### src/rtl/guess_pkg.sv
// rtl/guess_pkg.sv - shared types, widths and winner codes for the guessing-round controller
package guess_pkg;
  localparam int GUESS_W = 7;
  localparam int TRIES_W = 4;
  localparam logic [GUESS_W-1:0] GUESS_MAX = 7'd99;

  localparam logic [1:0] WIN_NONE = 2'b00;
  localparam logic [1:0] WIN_A    = 2'b01;
  localparam logic [1:0] WIN_B    = 2'b10;
  localparam logic [1:0] WIN_LOST = 2'b11;

  typedef enum logic [2:0] {
    S_IDLE,
    S_ARM,
    S_TURN_A,
    S_TURN_B,
    S_CHECK,
    S_DONE
  } state_t;

  function automatic logic [TRIES_W-1:0] sat_inc(input logic [TRIES_W-1:0] v);
    return (v == '1) ? v : v + TRIES_W'(1);
  endfunction
endpackage

### src/rtl/guess_turn_timer.sv
// rtl/guess_turn_timer.sv - per-turn tick countdown; expire flags the tick that would reach zero
module guess_turn_timer #(
  parameter int TURN_TICKS = 10
) (
  input  logic clk,
  input  logic rst,
  input  logic load,
  input  logic tick,
  output logic expire
);
  localparam logic [7:0] RELOAD = 8'(TURN_TICKS);

  logic [7:0] count;

  always_ff @(posedge clk) begin
    if (rst || load)
      count <= RELOAD;
    else if (tick && count != 8'd0)
      count <= count - 8'd1;
  end

  assign expire = tick && (count == 8'd1);
endmodule

### src/rtl/guess_round_ctrl.sv
// rtl/guess_round_ctrl.sv - two-player number-guessing round FSM with shared comparator
// Optional win scoring is built only when GUESS_SCORE_EN is defined.
module guess_round_ctrl
  import guess_pkg::*;
#(
  parameter int MAX_TRIES  = 8,
  parameter int TURN_TICKS = 10
) (
  input  logic               clk,
  input  logic               rst,
  input  logic               tick,
  input  logic               start,
  input  logic [GUESS_W-1:0] secret,
  input  logic               secret_load,
  input  logic [GUESS_W-1:0] guess_a,
  input  logic [GUESS_W-1:0] guess_b,
  input  logic               submit_a,
  input  logic               submit_b,
  output logic               grant_a,
  output logic               grant_b,
  output logic               res_lt,
  output logic               res_eq,
  output logic               res_gt,
  output logic [TRIES_W-1:0] tries,
  output logic [1:0]         winner,
  output logic               busy,
  output logic [3:0]         score_a,
  output logic [3:0]         score_b
);
  localparam logic [TRIES_W-1:0] MAX_T = TRIES_W'(MAX_TRIES);

  state_t             state;
  logic [GUESS_W-1:0] secret_q;
  logic [GUESS_W-1:0] guess_q;
  logic               from_b;

  logic turn_a, turn_b, submit_ok, expire, tmr_load;
  logic cmp_lt, cmp_eq, cmp_gt;
  logic [TRIES_W-1:0] tries_nx;

  assign turn_a    = (state == S_TURN_A);
  assign turn_b    = (state == S_TURN_B);
  assign submit_ok = (turn_a && submit_a && guess_a <= GUESS_MAX) ||
                     (turn_b && submit_b && guess_b <= GUESS_MAX);
  // Held in reload outside a turn, and reloaded on a forfeit hand-over.
  assign tmr_load  = !(turn_a || turn_b) || expire;

  assign cmp_lt   = guess_q < secret_q;
  assign cmp_eq   = guess_q == secret_q;
  assign cmp_gt   = guess_q > secret_q;
  assign tries_nx = sat_inc(tries);

  guess_turn_timer #(.TURN_TICKS(TURN_TICKS)) u_timer (
    .clk    (clk),
    .rst    (rst),
    .load   (tmr_load),
    .tick   (tick),
    .expire (expire)
  );

  always_ff @(posedge clk) begin
    if (rst) begin
      state    <= S_IDLE;
      secret_q <= '0;
      guess_q  <= '0;
      from_b   <= 1'b0;
      grant_a  <= 1'b0;
      grant_b  <= 1'b0;
      res_lt   <= 1'b0;
      res_eq   <= 1'b0;
      res_gt   <= 1'b0;
      tries    <= '0;
      winner   <= WIN_NONE;
      busy     <= 1'b0;
    end else begin
      case (state)
        S_IDLE: if (start) begin
          state <= S_ARM;
          busy  <= 1'b1;
        end
        S_ARM: if (secret_load && secret <= GUESS_MAX) begin
          secret_q <= secret;
          tries    <= '0;
          res_lt   <= 1'b0;
          res_eq   <= 1'b0;
          res_gt   <= 1'b0;
          winner   <= WIN_NONE;
          grant_a  <= 1'b1;
          state    <= S_TURN_A;
        end
        S_TURN_A, S_TURN_B: begin
          if (submit_ok) begin
            guess_q <= turn_b ? guess_b : guess_a;
            from_b  <= turn_b;
            grant_a <= 1'b0;
            grant_b <= 1'b0;
            state   <= S_CHECK;
          end else if (expire) begin
            tries   <= tries_nx;
            grant_a <= 1'b0;
            grant_b <= 1'b0;
            if (tries_nx >= MAX_T) begin
              winner <= WIN_LOST;
              state  <= S_DONE;
            end else begin
              grant_a <= turn_b;
              grant_b <= turn_a;
              state   <= turn_b ? S_TURN_A : S_TURN_B;
            end
          end
        end
        S_CHECK: begin
          tries  <= tries_nx;
          res_lt <= cmp_lt;
          res_eq <= cmp_eq;
          res_gt <= cmp_gt;
          if (cmp_eq) begin
            winner <= from_b ? WIN_B : WIN_A;
            state  <= S_DONE;
          end else if (tries_nx >= MAX_T) begin
            winner <= WIN_LOST;
            state  <= S_DONE;
          end else begin
            grant_a <= from_b;
            grant_b <= !from_b;
            state   <= from_b ? S_TURN_A : S_TURN_B;
          end
        end
        S_DONE: if (start) state <= S_ARM;
        default: state <= S_IDLE;
      endcase
    end
  end

`ifdef GUESS_SCORE_EN
  logic [3:0] score_a_q, score_b_q;

  always_ff @(posedge clk) begin
    if (rst) begin
      score_a_q <= '0;
      score_b_q <= '0;
    end else if (state == S_CHECK && cmp_eq) begin
      if (from_b) score_b_q <= sat_inc(score_b_q);
      else        score_a_q <= sat_inc(score_a_q);
    end
  end

  assign score_a = score_a_q;
  assign score_b = score_b_q;
`else
  assign score_a = 4'd0;
  assign score_b = 4'd0;
`endif
endmodule

### config.mk
export PLATFORM = sky130hd
export DESIGN_NAME = guess_round_ctrl
export DESIGN_NICKNAME = d
export VERILOG_FILES = /design/src/rtl/guess_pkg.sv /design/src/rtl/guess_turn_timer.sv /design/src/rtl/guess_round_ctrl.sv
export SDC_FILE = /design/constraint.sdc
export NUM_CORES = 1
export LEC_CHECK = 0
export CAP_MARGIN = 20
export CORE_ASPECT_RATIO = 1.4
export CORE_MARGIN = 3
export CORE_UTILIZATION = 35
export DETAILED_ROUTE_END_ITERATION = 10
export HOLD_SLACK_MARGIN = 0.15
export PLACE_DENSITY_LB_ADDON = 0.15
export SYNTH_ARGS = -nofsm -noshare
export SYNTH_HDL_FRONTEND = slang
export SYNTH_SLANG_ARGS = --single-unit
### constraint.sdc
create_clock -name clk -period 2.41 [get_ports clk]
set_input_delay 0.3615 -clock clk [delete_from_list [all_inputs] [get_ports clk]]
set_output_delay 0.3615 -clock clk [all_outputs]
set_load 0.05 [all_outputs]
==> Yosys cells after proc, flatten, opt, wreduce, memory -nomap -nowiden <==
Index checks and enable logic that the tools add are counted.
{ "classes": {"shifts": 0, "eq_ne": 15, "multipliers": 0, "magnitude_cmp": 6, "n_mux": 40, "n_div": 0, "n_bitwise": 0, "reduce_logical": 28, "add_sub_neg": 2} }
{ "ops": {"columns": ["operator", "count"], "rows": [
  ["7-bit less-or-equal comparator (second input constant)", 3],
  ["3-bit two-way mux", 7],
  ["4-bit two-way mux", 4],
  ["1-bit two-way mux", 14],
  ["2-bit two-way mux", 6],
  ["3-bit case mux with 4 select lines", 1],
  ["4-bit case mux with 3 select lines", 1],
  ["2-bit != test (second input constant)", 5],
  ["8-bit by 1-bit equality test with 1-bit output (second input constant)", 1],
  ["1-bit case mux with 2 select lines", 4],
  ["2-bit AND reduction", 4],
  ["4-bit AND reduction", 2],
  ["8-bit nonzero test", 1],
  ["8-bit by 1-bit subtractor with 8-bit output (second input constant)", 1],
  ["7-bit equality test", 1],
  ["7-bit greater-than comparator", 1],
  ["1-bit logical AND", 7],
  ["7-bit < comparator", 1],
  ["7-bit two-way mux", 1],
  ["3-bit by 2-bit equality test with 1-bit output (second input constant)", 2],
  ["3-bit equality test (second input constant)", 2],
  ["2-bit case mux with 3 select lines", 1],
  ["5-bit AND reduction", 1],
  ["4-bit by 1-bit adder with 4-bit output (second input constant)", 1],
  ["13 further kinds", 19]
]} }
{ "totals": {"n_memories": 0, "input_bits": 28, "latch_bits": 0, "rom_bits": 0, "ram_bits": 0, "regBits": 38, "elab_cells": 104, "output_inout_bits": 20} }

==> Longest topological paths before layout <==
Gate-level depths: netlist of run 1.
{ "logic_depth": {"ltp_word": 7, "depth_mapped": 7, "depth_no_buf": 7} }

==> Hierarchy <==
Synthesis of run 1 repeated with hierarchy kept, for this count alone.
{ "unflattened": {"hier_cells": 266, "hier_area_um2": 2249.7} }
{ "modules_own_cells": {"columns": ["mod", "instances", "seq_area_each_um2", "cells_each", "area_per_inst_um2"], "rows": [
  ["guess_round_ctrl", 1, 600.6, 213, 1781.7],
  ["guess_turn_timer", 1, 160.2, 53, 467.9]
]} }

==> Least setup slack after synthesis of run 1 <==
No wires, ideal clock.
{ "synth_path": {"kind": "reg-to-reg", "start": "reg tries[0]", "end": "reg grant_b", "setup_ns": 0.070, "n_path_buf": 0, "period_less_slack_ns": 2.193, "t_arrival_ns": 2.122, "path_stages_with_launch": 7, "required_time_ns": 2.340, "setup_slack_ns": 0.217, "cell_sequence": "dfxtp_1 ha_1 nand2b_1 mux2_2 or4_1 a2111o_1 a21oi_1"} }
{ "synth_via": {"elab_chain_len": 7, "word_cells_on_any_way": 10, "classes_between": "1 x add/sub; 1 x order compare; 2 x eq/ne; 5 x mux; 1 x reduce/logical"} }
{ "synth_rtl": {"columns": ["item", "line_no", "rtl"], "rows": [
  ["start: declaration", "guess_round_ctrl.sv:24", "output logic [TRIES_W-1:0] tries,"],
  ["start signal: assignment", "guess_round_ctrl.sv:99", "tries <= tries_nx;"],
  ["start signal: assignment", "guess_round_ctrl.sv:113", "tries <= tries_nx;"],
  ["4-bit by 1-bit adder with 4-bit output or 4-bit equality test (tied branches)", "guess_pkg.sv:22", "return (v == '1) ? v : v + TRIES_W'(1);"],
  ["4-bit two-way mux *", "guess_pkg.sv:22", null],
  ["4-bit >= comparator *", "guess_round_ctrl.sv:102, guess_round_ctrl.sv:120", null],
  ["1-bit two-way mux", "guess_round_ctrl.sv:102", "if (tries_nx >= MAX_T) begin"],
  ["1-bit two-way mux", "guess_round_ctrl.sv:98", "end else if (expire) begin"],
  ["1-bit two-way mux", "guess_round_ctrl.sv:92", "if (submit_ok) begin"],
  ["1-bit case mux with 2 select lines", "guess_round_ctrl.sv:76", "case (state)"],
  ["end signal: assignment", "guess_round_ctrl.sv:107", "grant_b <= turn_a;"],
  ["end signal: assignment", "guess_round_ctrl.sv:125", "grant_b <= !from_b;"],
  ["end: declaration", "guess_round_ctrl.sv:20", "output logic grant_b,"]
]} }
Mark *: on every way between the ends. The rest lies on a longest branch, timed or not. The select of a mux whose other input is x is not followed.
A chain may end at the register's enable or synchronous reset.

==> Final worst setup path of run 1 <==
{ "layout_path": {"start": "in guess_a[2]", "end": "reg grant_a"} }
{ "layout_via": {"elab_chain_len": 5, "word_cells_on_any_way": 7, "classes_between": "1 x order compare; 1 x eq/ne; 2 x mux; 3 x reduce/logical"} }
{ "layout_rtl": {"columns": ["item", "line_no", "rtl"], "rows": [
  ["start: declaration", "guess_round_ctrl.sv:15", "input logic [GUESS_W-1:0] guess_a,"],
  ["7-bit less-or-equal comparator *", "guess_round_ctrl.sv:43", "assign submit_ok = (turn_a && submit_a && guess_a <= GUESS_MAX) ||"],
  ["1-bit logical AND *", "guess_round_ctrl.sv:43", null],
  ["1-bit logical OR *", "guess_round_ctrl.sv:43", null],
  ["3-bit != test (no source line) or 1-bit two-way mux (tied branches)", null, null],
  ["5-bit AND reduction (no source line) or 1-bit case mux with 3 select lines (tied branches)", null, null],
  ["end signal: assignment", "guess_round_ctrl.sv:106", "grant_a <= turn_b;"],
  ["end signal: assignment", "guess_round_ctrl.sv:124", "grant_a <= from_b;"],
  ["end: declaration", "guess_round_ctrl.sv:19", "output logic grant_a,"]
]} }
Mark *: on every way between the ends. The rest lies on a longest branch, timed or not.

==> flow_summary.json, run 1 <==
{
  "outcome": "finished, final reports clean",
  "totalWireLength_mm": 5.36,
  "dieHeight_um": 101,
  "grt_max_degree": 20,
  "arrival_time_reported_for_the_critical_path_endpoint_ns": 2.29,
  "ff_latch_area_um2": 761,
  "layout.cells.most_common": "sky130_fd_sc_hd__clkdlybuf4s50_1",
  "p_sw_mw": 0.623,
  "tritoncts": "done",
  "mean_number_of_vias_per_cell": 5.22,
  "sw_frac_of_total_pct": 34.8,
  "final_max_slew_viol_count": 0,
  "synth.cell_area_um2": 2260,
  "power.share.clock_pct": 25.8,
  "floorplan.initialDensity_pct": 36.1,
  "share_comb_of_total_power_pct": 34.3,
  "cts-root-buf": "sky130_fd_sc_hd__clkbuf_8",
  "crit_chain": "clkdlybuf4s50_1, o311a_1, o32ai_4, nor3_2, a211oi_1, mux2_2",
  "vias_in_the_first_global_route": 2004,
  "clock_insertion_delay_worst_skew_ns": 0.29,
  "port_buffers": 39,
  "tritoncts_num_sinks": 38,
  "max_stage_delay_ns": 0.42,
  "wire_length_of_the_first_global_routing_pass_mm": 8.91,
  "ys_dominant_reg_cell": "sky130_fd_sc_hd__dfxtp_1",
  "hpwl_dp_mm": 4.18,
  "total_leakage_power_nw": 1.04,
  "syn2layout_area_growth_pct": 26.4,
  "worst_setup_path_end_kind": "register",
  "pin_count": 48,
  "drt_drc_violations_left": 0,
  "post-route-min-period_ns": 2.11,
  "grt_antenna_before_repair": 0,
  "accumulated_negative_setup_slack_ns": 0,
  "postSynthRegisterBits": 38,
  "synth-edff-count": 0,
  "worst-path-max-fanout": 4,
  "vias": 2008,
  "synth_area_in_xor_xnor_pct": 2.71,
  "final_layout_size_suffix_gt1_share_pct": 10.5,
  "fp.dieArea_um2": 7470,
  "detail_route.wl_per_cell_um": 13.9,
  "multi_input_comb_area_um2": 1360,
  "cts.hold.buffers_added": 0,
  "cts.repair.resized": 0,
  "mostFrequentLayoutCells": "sky130_fd_sc_hd__clkdlybuf4s50_1 (39), sky130_fd_sc_hd__dfxtp_1 (38), sky130_fd_sc_hd__nor2_1 (26)",
  "share_seq_of_total_power_pct": 39.9,
  "clock_tree_buf_depth": 2,
  "critical_path_class": "in -> reg",
  "power_per_cell_area_nw_per_um2": 627,
  "synthMuxAreaShare_pct": 4.98,
  "maxCapViolCount": 0,
  "detail_route.iter0.violations": 84,
  "finalSetupViolCount": 0,
  "row_count": 34,
  "setup.worst_path.start_class": "input pin",
  "hp-class": "reg -> reg",
  "antenna_left": 0,
  "cts.repair_timing.setup_buffer_count": 0,
  "postPlaceCellArea_um2": 2770,
  "syn_inst": 266,
  "drt-pass1-iter-count": 4,
  "tightestPinTransition_ns": 0.531,
  "synth_top_family_by_area": "simple AND/OR/NAND/NOR gates",
  "antenna_cells_inserted": 0,
  "gr-total-overflow": 0,
  "worstHoldPathCells": 2,
  "h-tree-depth": 2,
  "ff2ff_path_depth": 6,
  "synth_async_sr_flop_share_pct": 0,
  "finish.net_count": 351,
  "critical_path_required_ns": 2.59,
  "max-slew-margin-rel_pct": 64.2,
  "fmaxAchievable_mhz": 475,
  "fin_skew_ns": 0.00495,
  "yosys.cell_types.count": 55,
  "post_synth.cell_area_avg_um2": 8.49,
  "cpMaxStageDelayCell": "sky130_fd_sc_hd__clkdlybuf4s50_1",
  "routability_cong": 0.754,
  "fraction_of_the_mapped_netlist_area_in_adder_cells_pct": 6.09,
  "synth-simple-area-share_pct": 25.4,
  "core_region_area_um2": 6250,
  "postLayoutCellArea_um2": 2860,
  "vdd_drop_max_mv": 0.294,
  "final-hold-violation-count": 0,
  "die_width_um": 73.9,
  "fraction_of_the_cycle_the_final_worst_path_needs_pct": 87.4,
  "tritoncts.num_buffers": 5,
  "count_of_filler_cells_inserted_in_the_layout": 637,
  "groute.usage.overall_pct": 15.3,
  "cts.reportedPaths.clkPinSlew_ns": 0.08,
  "power_report.internal_total_mw": 1.17,
  "synthesis.yosys.warnings": 0,
  "grt_setup_unrepaired": "false",
  "share_of_the_synthesized_area_in_compound_gates_ao_oa_aoi_oai_pct": 19.6,
  "synth.yosys.seq_area_share_pct": 33.7
}
## registers in the layout, indices dropped and copies added, names as in the netlist
name / count
grant_a: 1
busy: 1
grant_b: 1
state: 3
res_eq: 1
guess_q: 7
res_gt: 1
res_lt: 1
secret_q: 7
from_b: 1
winner: 2
u_timer.count: 8
tries: 4
## worst max-delay path: cells and delay by family
kind            cells  cell delay, ns
buf+inv             1            0.42
compound gates      3            1.04
simple gates        1            0.10
mux                 1            0.36
## power groups by stage
stage               Sequential, mW  Clock (mW)  Combinational [mW]
global route                 0.722       0.498               0.683
finish                       0.715       0.463               0.614
global placement             0.730           0               0.608
detailed placement           0.730           0               0.616
floorplan                    0.747           0               0.400
CTS                          0.716       0.478               0.618
## path summary, 6_finish.rpt
path	from	slack [ns]	end
worst min-delay path	secret_q[2]	0.46	secret_q[2]
worst max-delay path	guess_a[2]	0.30	grant_a
worst min register to register	secret_q[2]	0.46	secret_q[2]
worst max register to register	tries[0]	0.35	grant_b
## cell usage after synthesis (all sizes together) (6+ instances only)
cell type / n / share of area [%]
dfxtp: 38 / 34
nor2: 27 / 4.6
nand3: 21 / 4.7
a21oi: 19 / 4.2
nand2: 18 / 3.0
buf: 15 / 4.3
inv: 13 / 2.2
ha: 11 / 6.1
mux2i: 9 / 4.0
a211oi: 8 / 2.7
nand2b: 8 / 2.2
nor3: 8 / 2.0
nor2b: 7 / 1.9
clkbuf: 6 / 1.0
## per-stage QoR
| step | hold slack (ns) | instances | power [mW] | setup WS [ns] | utilization, % |
|---|---|---|---|---|---|
| 3_5_place_dp | 0.446 | 377 | 1.35 | 0.0125 | 44.2 |
| 3_3_place_gp | 0.447 | 377 | 1.34 | 0.0336 | 44.2 |
| 6_report | 0.456 | 385 | 1.79 | 0.303 | 45.7 |
| 2_1_floorplan | 0.436 | 273 | 1.15 | 0.217 | - |
| 5_1_grt | 0.490 | 385 | 1.90 | 0.187 | 45.7 |
| 4_1_cts | 0.457 | 385 | 1.81 | 0.309 | 45.7 |
## cell type report
type | count | share of cell area, %
Clock buffer | 7 | 3.02
Clock inverter | 1 | 0.175
Sequential cell | 38 | 26.6
Timing Repair Buffer | 53 | 17.8
Inverter | 13 | 1.71
Multi-Input combinational cell | 201 | 47.5
Tap cell | 72 | 3.15
## routing by layer
layer / share of wire (%) / track usage, %
met1: 40 / 16.5
met2: 54 / 28.6
met3: 3.5 / 2.89
met4: 1.7 / 5.44
met5: 0 / 0
## cell families (layout without fill, tap and decap cells)
family / after synthesis / in the layout
DFF: 38 / 38
AOI/OAI and AO/OA: 57 / 57
adders and majority gates: 11 / 11
other: 1 / 8
buffers and inverters: 34 / 74
muxes: 11 / 11
xor gates and xnor gates: 7 / 7
and+or+nand+nor: 107 / 107
No activity file was read; power rests on OpenSTA's default activity.
==> run 2: changes to the inputs <==
==> constraint.sdc (replaced) <==
create_clock -name clk -period 2.41 [get_ports clk]
set_input_delay 0.482 -clock clk [delete_from_list [all_inputs] [get_ports clk]]
set_output_delay 0.482 -clock clk [all_outputs]
set_load 0.05 [all_outputs]
==> run 2 against run 1 <==
Global-route usage about the same; wire length increased by 0.92%; first-iteration DRC count up 9.5%; core utilization unchanged; via count decreased by 0.85%; largest cell class unchanged; maximum frequency shrank 5.3%; flip-flop and latch count unchanged; die area stayed put; clock skew is 0.00087 ns higher.
==> flow_summary.json, run 2 (same netlist as run 1, synthesis figures left out) <==
{
  "detail_route.iter0.violations": 92,
  "cts.repair.resized": 0,
  "max-slew-margin-rel_pct": 66.3,
  "max_stage_delay_ns": 0.42,
  "final_max_slew_viol_count": 0,
  "row_count": 34,
  "r2r_setup_slack_ns": 0.36,
  "r2r-start": "tries[0]",
  "worst_setup_path_startpoint": "guess_a[2]",
  "ff2ff_path_depth": 6,
  "tightestPinTransition_ns": 0.500,
  "finish.net_count": 351,
  "clock_tree_buf_depth": 2,
  "h-tree-depth": 2,
  "max_flop_register": "u_timer.count",
  "syn2layout_area_growth_pct": 26.4,
  "mostFrequentLayoutCells": "sky130_fd_sc_hd__clkdlybuf4s50_1 (39), sky130_fd_sc_hd__dfxtp_1 (38), sky130_fd_sc_hd__nor2_1 (26)",
  "largestRegisters": "u_timer.count x8, guess_q x7, secret_q x7",
  "postPlaceCellArea_um2": 2770,
  "cts-root-buf": "sky130_fd_sc_hd__clkbuf_8",
  "totalWireLength_mm": 5.40,
  "drt-pass1-iter-count": 4,
  "setup.worst_path.start_class": "input pin",
  "dp_slack_ns": -0.123,
  "grt_setup_unrepaired": "false",
  "core_region_area_um2": 6250,
  "cp.depth": 6,
  "pin_count": 48,
  "cts.repair_timing.setup_buffer_count": 0,
  "total_leakage_power_nw": 1.04,
  "worst_setup_slack_after_layout_ns": 0.186,
  "clock_insertion_delay_worst_skew_ns": 0.29,
  "routability_cong": 0.780,
  "grt_antenna_before_repair": 0,
  "fmaxAchievable_mhz": 450,
  "fin_skew_ns": 0.00582,
  "vdd_drop_max_mv": 0.318,
  "arrival_time_reported_for_the_critical_path_endpoint_ns": 2.41,
  "placedCellCount": 377,
  "floorplan.initialDensity_pct": 36.1,
  "groute.usage.overall_pct": 15.3,
  "maxCapViolCount": 0,
  "worst-path-max-fanout": 4,
  "layout.cells.most_common": "sky130_fd_sc_hd__clkdlybuf4s50_1",
  "post-route-min-period_ns": 2.22,
  "antenna_left": 0,
  "hpwl_dp_mm": 4.22,
  "reg_to_reg_endpoint": "grant_b",
  "finish.utilization_pct": 45.7,
  "tritoncts": "done",
  "critical_path_class": "in -> reg",
  "tritoncts.num_buffers": 5,
  "final_layout_size_suffix_gt1_share_pct": 10.5,
  "worst_setup_path_end_kind": "register",
  "cts.hold.buffers_added": 0,
  "fraction_of_the_cycle_the_final_worst_path_needs_pct": 92.3,
  "largest_register_ffs": 8,
  "vias": 1991,
  "count_of_filler_cells_inserted_in_the_layout": 648,
  "drt_drc_violations_left": 0,
  "final-hold-violation-count": 0,
  "antenna_cells_inserted": 0,
  "finalSetupViolCount": 0,
  "die_width_um": 73.9,
  "vias_in_the_first_global_route": 1910,
  "fp.dieArea_um2": 7470,
  "wire_length_of_the_first_global_routing_pass_mm": 8.85,
  "cpMaxStageDelayCell": "sky130_fd_sc_hd__clkdlybuf4s50_1",
  "mean_number_of_vias_per_cell": 5.17,
  "detail_route.wl_per_cell_um": 14.0,
  "timing.critical_path.to": "grant_a",
  "crit_chain": "clkdlybuf4s50_1, o311a_1, o32ai_4, nor3_2, a211oi_1, mux2_2",
  "tritoncts_num_sinks": 38,
  "dieHeight_um": 101,
  "port_buffers": 39,
  "critical_path_required_ns": 2.59,
  "timing.critical_path.max_delay_family": "compound AO/OA/AOI/OAI gates",
  "hp-class": "reg -> reg",
  "grt_max_degree": 18,
  "outcome": "finished, final reports clean",
  "accumulated_negative_setup_slack_ns": 0,
  "gr-total-overflow": 0,
  "worstPathBufferInverterCount": 1,
  "postLayoutCellArea_um2": 2860,
  "cts.reportedPaths.clkPinSlew_ns": 0.08,
  "power_per_cell_area_nw_per_um2": 621,
  "final-instance-count-excl-fill": 385
}
## run 2: cell type report
class	instances	area [um^2]	share of cell area (%)
clock buffer	7	86.3	3.02
tap	72	90.1	3.15
timing repair buffer	53	508	17.8
sequential	38	761	26.6
multi-input combinational	201	1360	47.5
clock inverter	1	5.00	0.175
inverter	13	48.8	1.71
## run 2: worst min-delay path by stage
stage	start	endpoint	cells past startpoint
6_report	secret_q[4]	secret_q[4]	2
5_1_grt	secret_q[5]	secret_q[5]	2
4_1_cts	secret_q[5]	secret_q[5]	2
3_5_place_dp	secret_q[5]	secret_q[5]	2
3_3_place_gp	secret_q[6]	secret_q[6]	2
2_1_floorplan	secret_q[2]	secret_q[2]	2
## run 2: routing by layer
| layer | part of all wire [%] | up-vias | track usage (%) |
|---|---|---|---|
| li1 | - | 1030 | - |
| met1 | 40 | 929 | 16.4 |
| met5 | 0 | - | 0 |
| met4 | 1.6 | 0 | 5.16 |
| met2 | 55 | 25 | 28.8 |
| met3 | 2.8 | 7 | 2.99 |
## run 2: worst reg2reg max path: stages (launching register included)
cell                       delay, ns
sky130_fd_sc_hd__dfxtp_1        0.36
sky130_fd_sc_hd__ha_1           0.25
sky130_fd_sc_hd__nand2b_1       0.16
sky130_fd_sc_hd__mux2_2         0.30
sky130_fd_sc_hd__or4_1          0.42
sky130_fd_sc_hd__a2111o_1       0.37
sky130_fd_sc_hd__a21oi_1        0.13
## run 2: per-stage QoR
step                      hold WS (ns)  power, mW
after floorplan                  0.436       1.15
after global placement           0.446       1.33
after detailed placement         0.450       1.33
after CTS                        0.461       1.80
after global routing             0.484       1.89
final                            0.458       1.77
## run 2: report_power, final
group,switching [mW],internal (mW)
clock network,0.227,0.231
logic,0.322,0.253
registers,0.0637,0.677
total,0.612,1.16
